===== config.mk =====
export PLATFORM = sky130hd
export DESIGN_NAME = ysyx_25010008_mem_arbiter
export DESIGN_NICKNAME = d
export VERILOG_FILES = /design/src/rtl/ysyx_25010008_pkg.sv /design/src/rtl/ysyx_25010008_arb_pick.sv /design/src/rtl/ysyx_25010008_mem_arbiter.sv
export SDC_FILE = /design/constraint.sdc
export NUM_CORES = 1
export LEC_CHECK = 0
export BUFFER_PORTS_ARGS = -buffer_cell sky130_fd_sc_hd__buf_2
export CELL_PAD_IN_SITES_DETAIL_PLACEMENT = 1
export CELL_PAD_IN_SITES_GLOBAL_PLACEMENT = 2
export CORE_AREA = 2 2 142 144
export DETAILED_ROUTE_END_ITERATION = 12
export DIE_AREA = 0 0 144 146
export PLACE_DENSITY_LB_ADDON = 0.1
export SETUP_SLACK_MARGIN = 0.3
export SLEW_MARGIN = 20
export SYNTH_ARGS = -nofsm -noshare
export SYNTH_HDL_FRONTEND = slang
export SYNTH_SLANG_ARGS = --single-unit
export TNS_END_PERCENT = 5

===== constraint.sdc =====
create_clock -name clk -period 1.8 [get_ports clk]
set_input_delay 0.09 -clock clk [delete_from_list [all_inputs] [get_ports clk]]
set_output_delay 0.09 -clock clk [all_outputs]
set_load 0.01 [all_outputs]

===== src/rtl/ysyx_25010008_pkg.sv =====
// Shared definitions for the memory arbiter slice.
//   arb_state_e : grant FSM states (IDLE plus one state per grantable channel)
//   RESP_*      : AXI response encodings passed through by the arbiter
package ysyx_25010008_pkg;

  typedef enum logic [1:0] {
    IDLE      = 2'd0,
    GNT_IFU_R = 2'd1,
    GNT_LSU_R = 2'd2,
    GNT_LSU_W = 2'd3
  } arb_state_e;

  localparam logic [1:0] RESP_OKAY   = 2'b00;
  localparam logic [1:0] RESP_SLVERR = 2'b10;

endpackage


===== src/rtl/ysyx_25010008_arb_pick.sv =====
// Combinational grant chooser used while the arbiter is idle.
// Ports:
//   ifu_rd   : IFU read-address request pending
//   lsu_rd   : LSU read-address request pending
//   lsu_wr   : LSU write request pending (address and data both valid)
//   last_lsu : (YSYX_ARB_RR_EN only) last grant went to the LSU
//   pick     : chosen grant state, IDLE when nothing is requested
// Config macro: YSYX_ARB_RR_EN selects round-robin between IFU and LSU;
// otherwise LSU always beats IFU. LSU write always beats LSU read.
module ysyx_25010008_arb_pick
  import ysyx_25010008_pkg::*;
(
  input  logic       ifu_rd,
  input  logic       lsu_rd,
  input  logic       lsu_wr,
`ifdef YSYX_ARB_RR_EN
  input  logic       last_lsu,
`endif
  output arb_state_e pick
);

  logic lsu_req;
  logic lsu_first;

  always_comb begin
    lsu_req = lsu_rd | lsu_wr;
`ifdef YSYX_ARB_RR_EN
    lsu_first = ~last_lsu;
`else
    lsu_first = 1'b1;
`endif
    pick = IDLE;
    if (lsu_req && (lsu_first || !ifu_rd)) begin
      pick = lsu_wr ? GNT_LSU_W : GNT_LSU_R;
    end else if (ifu_rd) begin
      pick = GNT_IFU_R;
    end
  end

endmodule


===== src/rtl/ysyx_25010008_mem_arbiter.sv =====
// Two-master (IFU read, LSU read/write) to one-slave AXI-lite style arbiter.
// A request seen while idle is granted at the next edge; the granted
// master's channels are then wired straight through to mem_* until the
// response handshake, after which one idle cycle always follows.
// Ports:
//   clk, rst               : clock, synchronous active-high reset
//   ifu_ar*/ifu_r*         : IFU read address / read data channels
//   lsu_ar*/lsu_r*         : LSU read address / read data channels
//   lsu_aw*/lsu_w*/lsu_b*  : LSU write address / data / response channels
//   mem_*                  : downstream slave port (full LSU channel set)
// Config macro: YSYX_ARB_RR_EN enables round-robin IFU/LSU arbitration.
module ysyx_25010008_mem_arbiter
  import ysyx_25010008_pkg::*;
#(
  parameter int ADDR_W = 32,
  parameter int DATA_W = 32
) (
  input  logic                clk,
  input  logic                rst,
  // IFU read
  input  logic                ifu_arvalid,
  input  logic [ADDR_W-1:0]   ifu_araddr,
  output logic                ifu_arready,
  output logic                ifu_rvalid,
  output logic [DATA_W-1:0]   ifu_rdata,
  output logic [1:0]          ifu_rresp,
  input  logic                ifu_rready,
  // LSU read
  input  logic                lsu_arvalid,
  input  logic [ADDR_W-1:0]   lsu_araddr,
  output logic                lsu_arready,
  output logic                lsu_rvalid,
  output logic [DATA_W-1:0]   lsu_rdata,
  output logic [1:0]          lsu_rresp,
  input  logic                lsu_rready,
  // LSU write
  input  logic                lsu_awvalid,
  input  logic [ADDR_W-1:0]   lsu_awaddr,
  output logic                lsu_awready,
  input  logic                lsu_wvalid,
  input  logic [DATA_W-1:0]   lsu_wdata,
  input  logic [DATA_W/8-1:0] lsu_wstrb,
  output logic                lsu_wready,
  output logic                lsu_bvalid,
  output logic [1:0]          lsu_bresp,
  input  logic                lsu_bready,
  // downstream slave
  output logic                mem_arvalid,
  output logic [ADDR_W-1:0]   mem_araddr,
  input  logic                mem_arready,
  input  logic                mem_rvalid,
  input  logic [DATA_W-1:0]   mem_rdata,
  input  logic [1:0]          mem_rresp,
  output logic                mem_rready,
  output logic                mem_awvalid,
  output logic [ADDR_W-1:0]   mem_awaddr,
  input  logic                mem_awready,
  output logic                mem_wvalid,
  output logic [DATA_W-1:0]   mem_wdata,
  output logic [DATA_W/8-1:0] mem_wstrb,
  input  logic                mem_wready,
  input  logic                mem_bvalid,
  input  logic [1:0]          mem_bresp,
  output logic                mem_bready
);

  arb_state_e state;
  arb_state_e pick;

`ifdef YSYX_ARB_RR_EN
  logic last_lsu;
`endif

  ysyx_25010008_arb_pick u_pick (
    .ifu_rd   (ifu_arvalid),
    .lsu_rd   (lsu_arvalid),
    .lsu_wr   (lsu_awvalid & lsu_wvalid),
`ifdef YSYX_ARB_RR_EN
    .last_lsu (last_lsu),
`endif
    .pick     (pick)
  );

  // Grant register. Only the response handshake releases a grant, so a
  // master dropping its request valid mid-grant keeps ownership.
  always_ff @(posedge clk) begin
    if (rst) begin
      state <= IDLE;
`ifdef YSYX_ARB_RR_EN
      last_lsu <= 1'b0;
`endif
    end else begin
      case (state)
        IDLE: begin
          state <= pick;
`ifdef YSYX_ARB_RR_EN
          if (pick != IDLE) last_lsu <= (pick != GNT_IFU_R);
`endif
        end
        GNT_IFU_R, GNT_LSU_R: if (mem_rvalid && mem_rready) state <= IDLE;
        GNT_LSU_W:            if (mem_bvalid && mem_bready) state <= IDLE;
        default:              state <= IDLE;
      endcase
    end
  end

  // Pass-through mux: everything not owned by the current grant is zero,
  // which also covers the all-zero outputs in IDLE and after reset.
  always_comb begin
    ifu_arready = 1'b0;
    ifu_rvalid  = 1'b0;
    ifu_rdata   = '0;
    ifu_rresp   = RESP_OKAY;
    lsu_arready = 1'b0;
    lsu_rvalid  = 1'b0;
    lsu_rdata   = '0;
    lsu_rresp   = RESP_OKAY;
    lsu_awready = 1'b0;
    lsu_wready  = 1'b0;
    lsu_bvalid  = 1'b0;
    lsu_bresp   = RESP_OKAY;
    mem_arvalid = 1'b0;
    mem_araddr  = '0;
    mem_rready  = 1'b0;
    mem_awvalid = 1'b0;
    mem_awaddr  = '0;
    mem_wvalid  = 1'b0;
    mem_wdata   = '0;
    mem_wstrb   = '0;
    mem_bready  = 1'b0;
    case (state)
      GNT_IFU_R: begin
        mem_arvalid = ifu_arvalid;
        mem_araddr  = ifu_araddr;
        ifu_arready = mem_arready;
        ifu_rvalid  = mem_rvalid;
        ifu_rdata   = mem_rdata;
        ifu_rresp   = mem_rresp;
        mem_rready  = ifu_rready;
      end
      GNT_LSU_R: begin
        mem_arvalid = lsu_arvalid;
        mem_araddr  = lsu_araddr;
        lsu_arready = mem_arready;
        lsu_rvalid  = mem_rvalid;
        lsu_rdata   = mem_rdata;
        lsu_rresp   = mem_rresp;
        mem_rready  = lsu_rready;
      end
      GNT_LSU_W: begin
        mem_awvalid = lsu_awvalid;
        mem_awaddr  = lsu_awaddr;
        lsu_awready = mem_awready;
        mem_wvalid  = lsu_wvalid;
        mem_wdata   = lsu_wdata;
        mem_wstrb   = lsu_wstrb;
        lsu_wready  = mem_wready;
        lsu_bvalid  = mem_bvalid;
        lsu_bresp   = mem_bresp;
        mem_bready  = lsu_bready;
      end
      default: ;
    endcase
  end

endmodule


==> key figures, run 1 <==
Outcome
  • Status: finished, final reports clean

Floorplanning
  • Die X-Extent: 144 um
  • Full die area: ~0.021 mm^2
  • Core Region: 0.01933 mm^2
  • # rows: 51
  • # IOs: roughly 360
  • Initial core utilization: under 10%
  • Die height: 146 um

Drt
  • WL/cell: 15.53 um
  • Vias per cell: about 3.7
  • Iteration-0 DRC Markers: 40
  • Number of iterations in the first detailed-routing pass: 4
  • Antenna Nets Post-Route: 0
  • Detailed-route via count: 3258
  • # DRC: 0
  • Final wirelength: 13.73 mm

Synthesis
  • Yosys top cell by area: and2_1
  • Yosys warning count: 0
  • Synth top area share: 54.65%
  • Syn Std Cell Area: 0.001694 mm^2
  • Syn Nets: 450
  • Register area share after synthesis: 2.363%
  • Seq cells post-synth: 2
  • Yosys cell types: 20
  • Mapped Avg Cell Area: 6.417 um^2
  • Synth top area cells: and2_1, a22oi_1, nor2b_1
  • Post-synthesis instance total: 264

Clocking
  • Max Buffers Root-to-Sink: 2
  • H-Tree Depth: 1
  • Hold_buf cts: 0
  • Inserted Clock Buffers: 3
  • CTS tree: yes
  • Cell chosen for the clock root: clkbuf_16
  • CTS clock-pin slew for the worst setup and hold paths: 0.03 ns
  • CTS sink cnt: 2
  • Skew-Pair Late Insertion Delay: 0.22 ns

Critical path
  • CP delay by family, top: compound AO/OA/AOI/OAI gates
  • Setup CP Type: flop to flop
  • Worst setup SP type: flop
  • CP max stage delay: 0.36 ns
  • Crit path buffers/inverters: 1
  • Critical-path maximum fanout: 5
  • CP Cell Sequence: inv_4 > ha_4 > a22oi_2 > a221oi_2 > mux2_1
  • CP endpoint kind: flop
  • Setup slack, reg-to-reg: 0.21 ns
  • Slowest cell on crit path: dfxtp_4
  • Critical path required time: between 1.5 and 2 ns
  • Data arrival, critical path: 1.69 ns

Timing
  • Slew @ Worst Pin: 0.2597 ns
  • PnR worst setup slack: 0.2122 ns
  • FMAX: 629.8 MHz
  • Period minus WS final: between 1.5 and 2 ns
  • Final setup fails: 0
  • Final Hold Vio Count: 0
  • Max-slew violations: 0
  • Setup TNS: 0 ns
  • Final worst path period share: 88.21%
  • RSZ-0062 raised after global routing: yes
  • Fin Clk Skew: 0.0008002 ns
  • Relative slew margins: around 83%

GRT
  • Vias in the first global route: 3325
  • GR Util All Layers: 11.28%
  • First-pass GRT wire length: 18.59 mm
  • GRT overflow: 0
  • Initial antenna violation count: 3
  • Largest net degree at the start of global routing: 77

Cells and area
  • Multi-input gate area: 0.001614 mm^2
  • Layout area overhead: 151.8%
  • Seq. cell area: 47.55 um^2
  • Largest registers: state x2
  • Fill cells: between 2000 and 2500
  • Ratio of cells with drive above 1 in the final layout: 65.21%
  • Top reg by flops: state
  • Max reg flops: 2
  • Nets@finish: 806
  • Fin cells: 884
  • Commonest non-fill, non-tap cell in the layout: buf_2
  • Most frequent cells in the layout: buf_2, and2_1, nor2b_1

Power
  • Final Power: 4.444 mW
  • Pwr/cell area: 1042 mW/mm^2
  • Leak Pwr: 2.522 nW
  • Peak VDD IR: 422.1 uV

Place
  • Place WS: 0.2074 ns
  • Hpwl dp: approximately 11 mm
  • Cell count after placement: 870
  • Port Buf Inserts: 363
  • Routability cong.: 0.7077

Min path
  • Hold Crit Class: input pin to flop

Run
  • Number of max-cap violations: 0
path summary, 6_finish.rpt:
path | startpoint | endpoint | depth (start not counted)
worst max-delay path | state[0]$_SDFFE_PP0P_ | state[1]$_SDFFE_PP0P_ | 5
worst min-delay path | rst | state[0]$_SDFFE_PP0P_ | 3
worst max register to register | state[0]$_SDFFE_PP0P_ | state[1]$_SDFFE_PP0P_ | 5
worst min register to register | state[0]$_SDFFE_PP0P_ | state[0]$_SDFFE_PP0P_ | 2
layer usage:
metal | GRT usage [%] | up-vias | part of all wire, %
li1 | - | 1555 | -
met1 | 11.01 | 1469 | 34
met3 | 2.929 | 12 | 11
met4 | 2.010 | 4 | 0.88
met5 | 0 | - | 0.21
met2 | 23.29 | 218 | 55
power breakdown:
part	switching [mW]	leakage (nW)	total (mW)	internal, mW
clock	0.0490	0.0370	0.331	0.282
combinational	1.90	2.47	3.99	2.10
sequential	0.0399	0.0178	0.119	0.0788
worst reg2reg max path, cell delays in order, from the launching register on:
cell	delay, ns
dfxtp_4	0.36
inv_4	0.08
ha_4	0.23
a22oi_2	0.13
a221oi_2	0.33
mux2_1	0.35
cells in the mapped netlist:
| cell | number |
|---|---|
| a211o_1 | 1 |
| a21oi_1 | 1 |
| a221oi_2 | 1 |
| a22oi_1 | 33 |
| a22oi_2 | 1 |
| and2_1 | 148 |
| buf_1 | 1 |
| buf_2 | 3 |
| buf_4 | 1 |
| clkbuf_1 | 22 |
| dfxtp_1 | 2 |
| ha_1 | 4 |
| inv_1 | 3 |
| mux2_1 | 1 |
| mux2i_1 | 1 |
| nand2_1 | 2 |
| nand2b_1 | 2 |
| nor2_1 | 1 |
| nor2b_1 | 35 |
| nor3_1 | 1 |
layout make-up:
cell class	count	area share, %
inverter	3	0.3226
sequential	2	1.114
antenna	1	0.05865
timing repair buffer	378	51.14
multi-input combinational	232	37.83
tap	265	7.771
clock buffer	3	1.760
repair_timing:
action | 4_1_cts | 5_1_grt
gates resized for setup | 9 | 24
cloned | 3 | 5
setup endpoints to repair | 177 | 176
pin swaps | 1 | 3
buffers inserted | 0 | 2
stage by stage:
stage	utilization [%]	hold slack (ns)	area, um^2
after floorplan	-	0.2645	1707
after detailed placement	19.80	0.4232	3829
after global placement	19.80	0.4254	3829
after CTS	20.86	0.1855	4034
final	22.07	0.1849	4267
after global routing	22.07	0.1990	4267
logic make-up (layout without fill, tap and decap cells):
logic type | Yosys count | in the layout | synth area share (%)
AO/OA/AOI/OAI | 37 | 37 | 17.06
adder cells (fa/ha/maj) | 4 | 4 | 2.954
buffers and inverters | 30 | 384 | 7.090
flip-flops | 2 | 2 | 2.363
multiplexers | 2 | 2 | 1.256
other | 0 | 1 | 0
AND/OR/NAND/NOR | 189 | 189 | 69.28
No activity file was read; power rests on OpenSTA's default activity.
==> run 2: changes to the inputs <==
PLACE_DENSITY = 0.85   (was default)
PLACE_DENSITY_LB_ADDON = default   (was 0.1)
==> run 2 against run 1 <==
Non-clock buffer count increased by 3. Clock power about the same. Register-to-register slack improved by 0.02 ns. Global-route usage increased by 0.31 points. Hold slack got worse by 0.0099 ns. Die area unchanged. Design area decreased by 0.21%. Clock-buffer cell count unchanged. Via count about the same. Sequential power decreased by 3%. Wire length decreased by 1.6%. Critical path depth increased by 2. Critical endpoint is now mem_araddr[8]. Largest power group unchanged.
==> key figures, run 2 (synthesis results as in run 1) <==
Outcome
  • Status: finished, final reports clean

Critical path
  • CP endpoint kind: output pin
  • Crit path buffers/inverters: 4 (+3)
  • Setup CP Type: flop to output pin
  • CP max stage delay: 0.36 ns (about the same)
  • Worst setup SP type: flop
  • Slowest cell on crit path: dfxtp_4
  • Critical-path maximum fanout: 17 (+12)
  • CP Cell Sequence: inv_4 > ha_4 > buf_12 > buf_12 > a22oi_2 > nor2b_1 > buf_2
  • CP delay by family, top: buffers and inverters
  • Data arrival, critical path: 1.51 ns (-0.18 ns)
  • Crit path top cell by count: buf_12
  • Critical path required time: 1.71 ns (-0.19 ns)
  • Setup slack, reg-to-reg: 0.23 ns (+0.02 ns)

Clocking
  • Skew-Pair Late Insertion Delay: 0.22 ns (about the same)
  • Max Buffers Root-to-Sink: 2 (unchanged)
  • CTS clock-pin slew for the worst setup and hold paths: 0.03 ns (about the same)
  • Inserted Clock Buffers: 3 (unchanged)
  • H-Tree Depth: 1 (unchanged)
  • CTS sink cnt: 2 (unchanged)
  • CTS tree: yes
  • Cell chosen for the clock root: clkbuf_16
  • Hold_buf cts: 0 (unchanged)

Power
  • Peak VDD IR: 387.4 uV (-8.2%)
  • Leak Pwr: 2.527 nW (+0.20%)
  • Pwr/cell area: 998.0 mW/mm^2 (-4.2%)

Cells and area
  • Final Util: 22.02% (-0.045 points)
  • Max reg flops: 2 (unchanged)
  • Inserted Diodes: 0 (-1)
  • Ratio of cells with drive above 1 in the final layout: 65.38% (+0.17 points)
  • Top reg by flops: state
  • Commonest non-fill, non-tap cell in the layout: buf_2
  • Seq. cell area: 47.55 um^2 (unchanged)
  • Nets@finish: 809 (+0.37%)
  • Multi-input gate area: 0.001629 mm^2 (+0.93%)
  • Fill cells: 2462 (+0.45%)
  • Layout area overhead: 151.3%
  • Most frequent cells in the layout: buf_2, and2_1, nor2b_1
  • Largest registers: state x2

Timing
  • Max-slew violations: 0 (unchanged)
  • FMAX: 626.5 MHz (-0.53%)
  • Final worst path period share: 88.68% (+0.47 points)
  • Fin Clk Skew: 0.001294 ns (+0.0004938 ns)
  • Final setup fails: 0 (unchanged)
  • Period minus WS final: 1.596 ns (+0.008424 ns)
  • Final Hold Vio Count: 0 (unchanged)
  • RSZ-0062 raised after global routing: yes
  • Relative slew margins: 80.90% (-1.8 points)
  • Worst hold margin: 0.1750 ns (-0.009916 ns)
  • Slew @ Worst Pin: 0.2864 ns (+0.02678 ns)
  • Setup TNS: 0 ns (unchanged)

GRT
  • Initial antenna violation count: 1 (-2)
  • Vias in the first global route: 3296 (-0.87%)
  • First-pass GRT wire length: 18.57 mm (about the same)
  • Largest net degree at the start of global routing: 28 (-64%)
  • GRT overflow: 0 (unchanged)
  • GR Util All Layers: 11.59% (+0.31 points)

Run
  • Number of max-cap violations: 0 (unchanged)

Floorplanning
  • Die height: 146 um (unchanged)
  • Die X-Extent: 144 um (unchanged)
  • Initial core utilization: 8.762% (unchanged)
  • Core Region: 0.01933 mm^2 (unchanged)
  • # rows: 51 (unchanged)
  • # IOs: 364 (unchanged)
  • Full die area: 0.02102 mm^2 (unchanged)

Drt
  • Detailed-route via count: 3256 (-0.061%)
  • Number of iterations in the first detailed-routing pass: 4 (unchanged)
  • WL/cell: 15.24 um (-1.9%)
  • # DRC: 0 (unchanged)
  • Antenna Nets Post-Route: 0 (unchanged)
  • Iteration-0 DRC Markers: 56 (+40%)
  • Vias per cell: 3.675 (-0.29%)
  • Final wirelength: 13.51 mm (-1.6%)

Place
  • Routability cong.: 0.7689 (+8.6%)
  • Port Buf Inserts: 363 (unchanged)
  • Hpwl dp: 11.05 mm (+1.8%)

Min path
  • Hold Crit Class: input pin to flop
==> run 2: changes by cell type in the layout (fill, tap and decap cells not counted), moves of 3 or more <==
| cell | change |
|---|---|
| buf_4 | +3 |
| buf_2 | +6 |
| clkbuf_16 | -4 |
| and2_1 | +6 |
| buf_6 | -5 |
| a22oi_1 | -6 |
| a22oi_2 | +6 |
| and2_4 | -6 |
==> run 2: area by class of cell <==
type | count | area share, %
clock buffer | 3 | 1.763
inverter | 3 | 0.3820
multi-input combinational | 232 | 38.26
sequential | 2 | 1.117
tap | 265 | 7.787
timing repair buffer | 381 | 50.69
==> run 2: power breakdown <==
| part | internal, mW | leakage (nW) | switching, mW |
|---|---|---|---|
| Combinational | 1.98 | 2.47 | 1.82 |
| Clock | 0.283 | 0.0370 | 0.0508 |
| Sequential | 0.0787 | 0.0178 | 0.0364 |
==> run 2: per-stage QoR <==
stage          power (mW)  std cells  worst slack, ns  cell area (um^2)
6_report            4.249        886           0.2038              4258
5_1_grt             4.587        886           0.1624              4258
4_1_cts             4.228        884           0.1835              4208
3_5_place_dp        3.220        872           0.1839              3844
3_3_place_gp        3.191        872           0.2392              3844
2_1_floorplan       1.896        264           0.3022              1707
==> run 2: worst reg2reg max path: cells and delay by family, from the launching register on <==
kind	cells	cell delay [ns]
AO/OA/AOI/OAI	2	0.43
adder cells (fa/ha/maj)	1	0.16
buffers and inverters	2	0.18
flip-flops	1	0.35
multiplexers	1	0.34
==> run 2: path summary, 6_finish.rpt <==
path,start,endpoint,cells after the start
max,state[0]$_SDFFE_PP0P_,mem_araddr[8],7
max reg2reg,state[0]$_SDFFE_PP0P_,state[1]$_SDFFE_PP0P_,6
min reg2reg,state[0]$_SDFFE_PP0P_,state[0]$_SDFFE_PP0P_,3
min,rst,state[0]$_SDFFE_PP0P_,3
==> run 2: metal layers <==
| metal | vias up | wire [um] | GRT usage [%] |
|---|---|---|---|
| li1 | 1565 | - | - |
| met1 | 1457 | 4801 | 11.74 |
| met2 | 227 | 7274 | 24.05 |
| met3 | 7 | 1353 | 2.665 |
| met4 | 0 | 76 | 1.275 |
| met5 | - | 0 | 0 |
==> run 2: timing repair <==
action | 4_1_cts | 5_1_grt
pin swaps | 2 | 4
gates cloned | 4 | 1
endpoints found under the setup margin | 139 | 161
endpoints found under the hold margin | 0 | 0
setup buffers | 5 | 1
gates resized for setup | 26 | 5
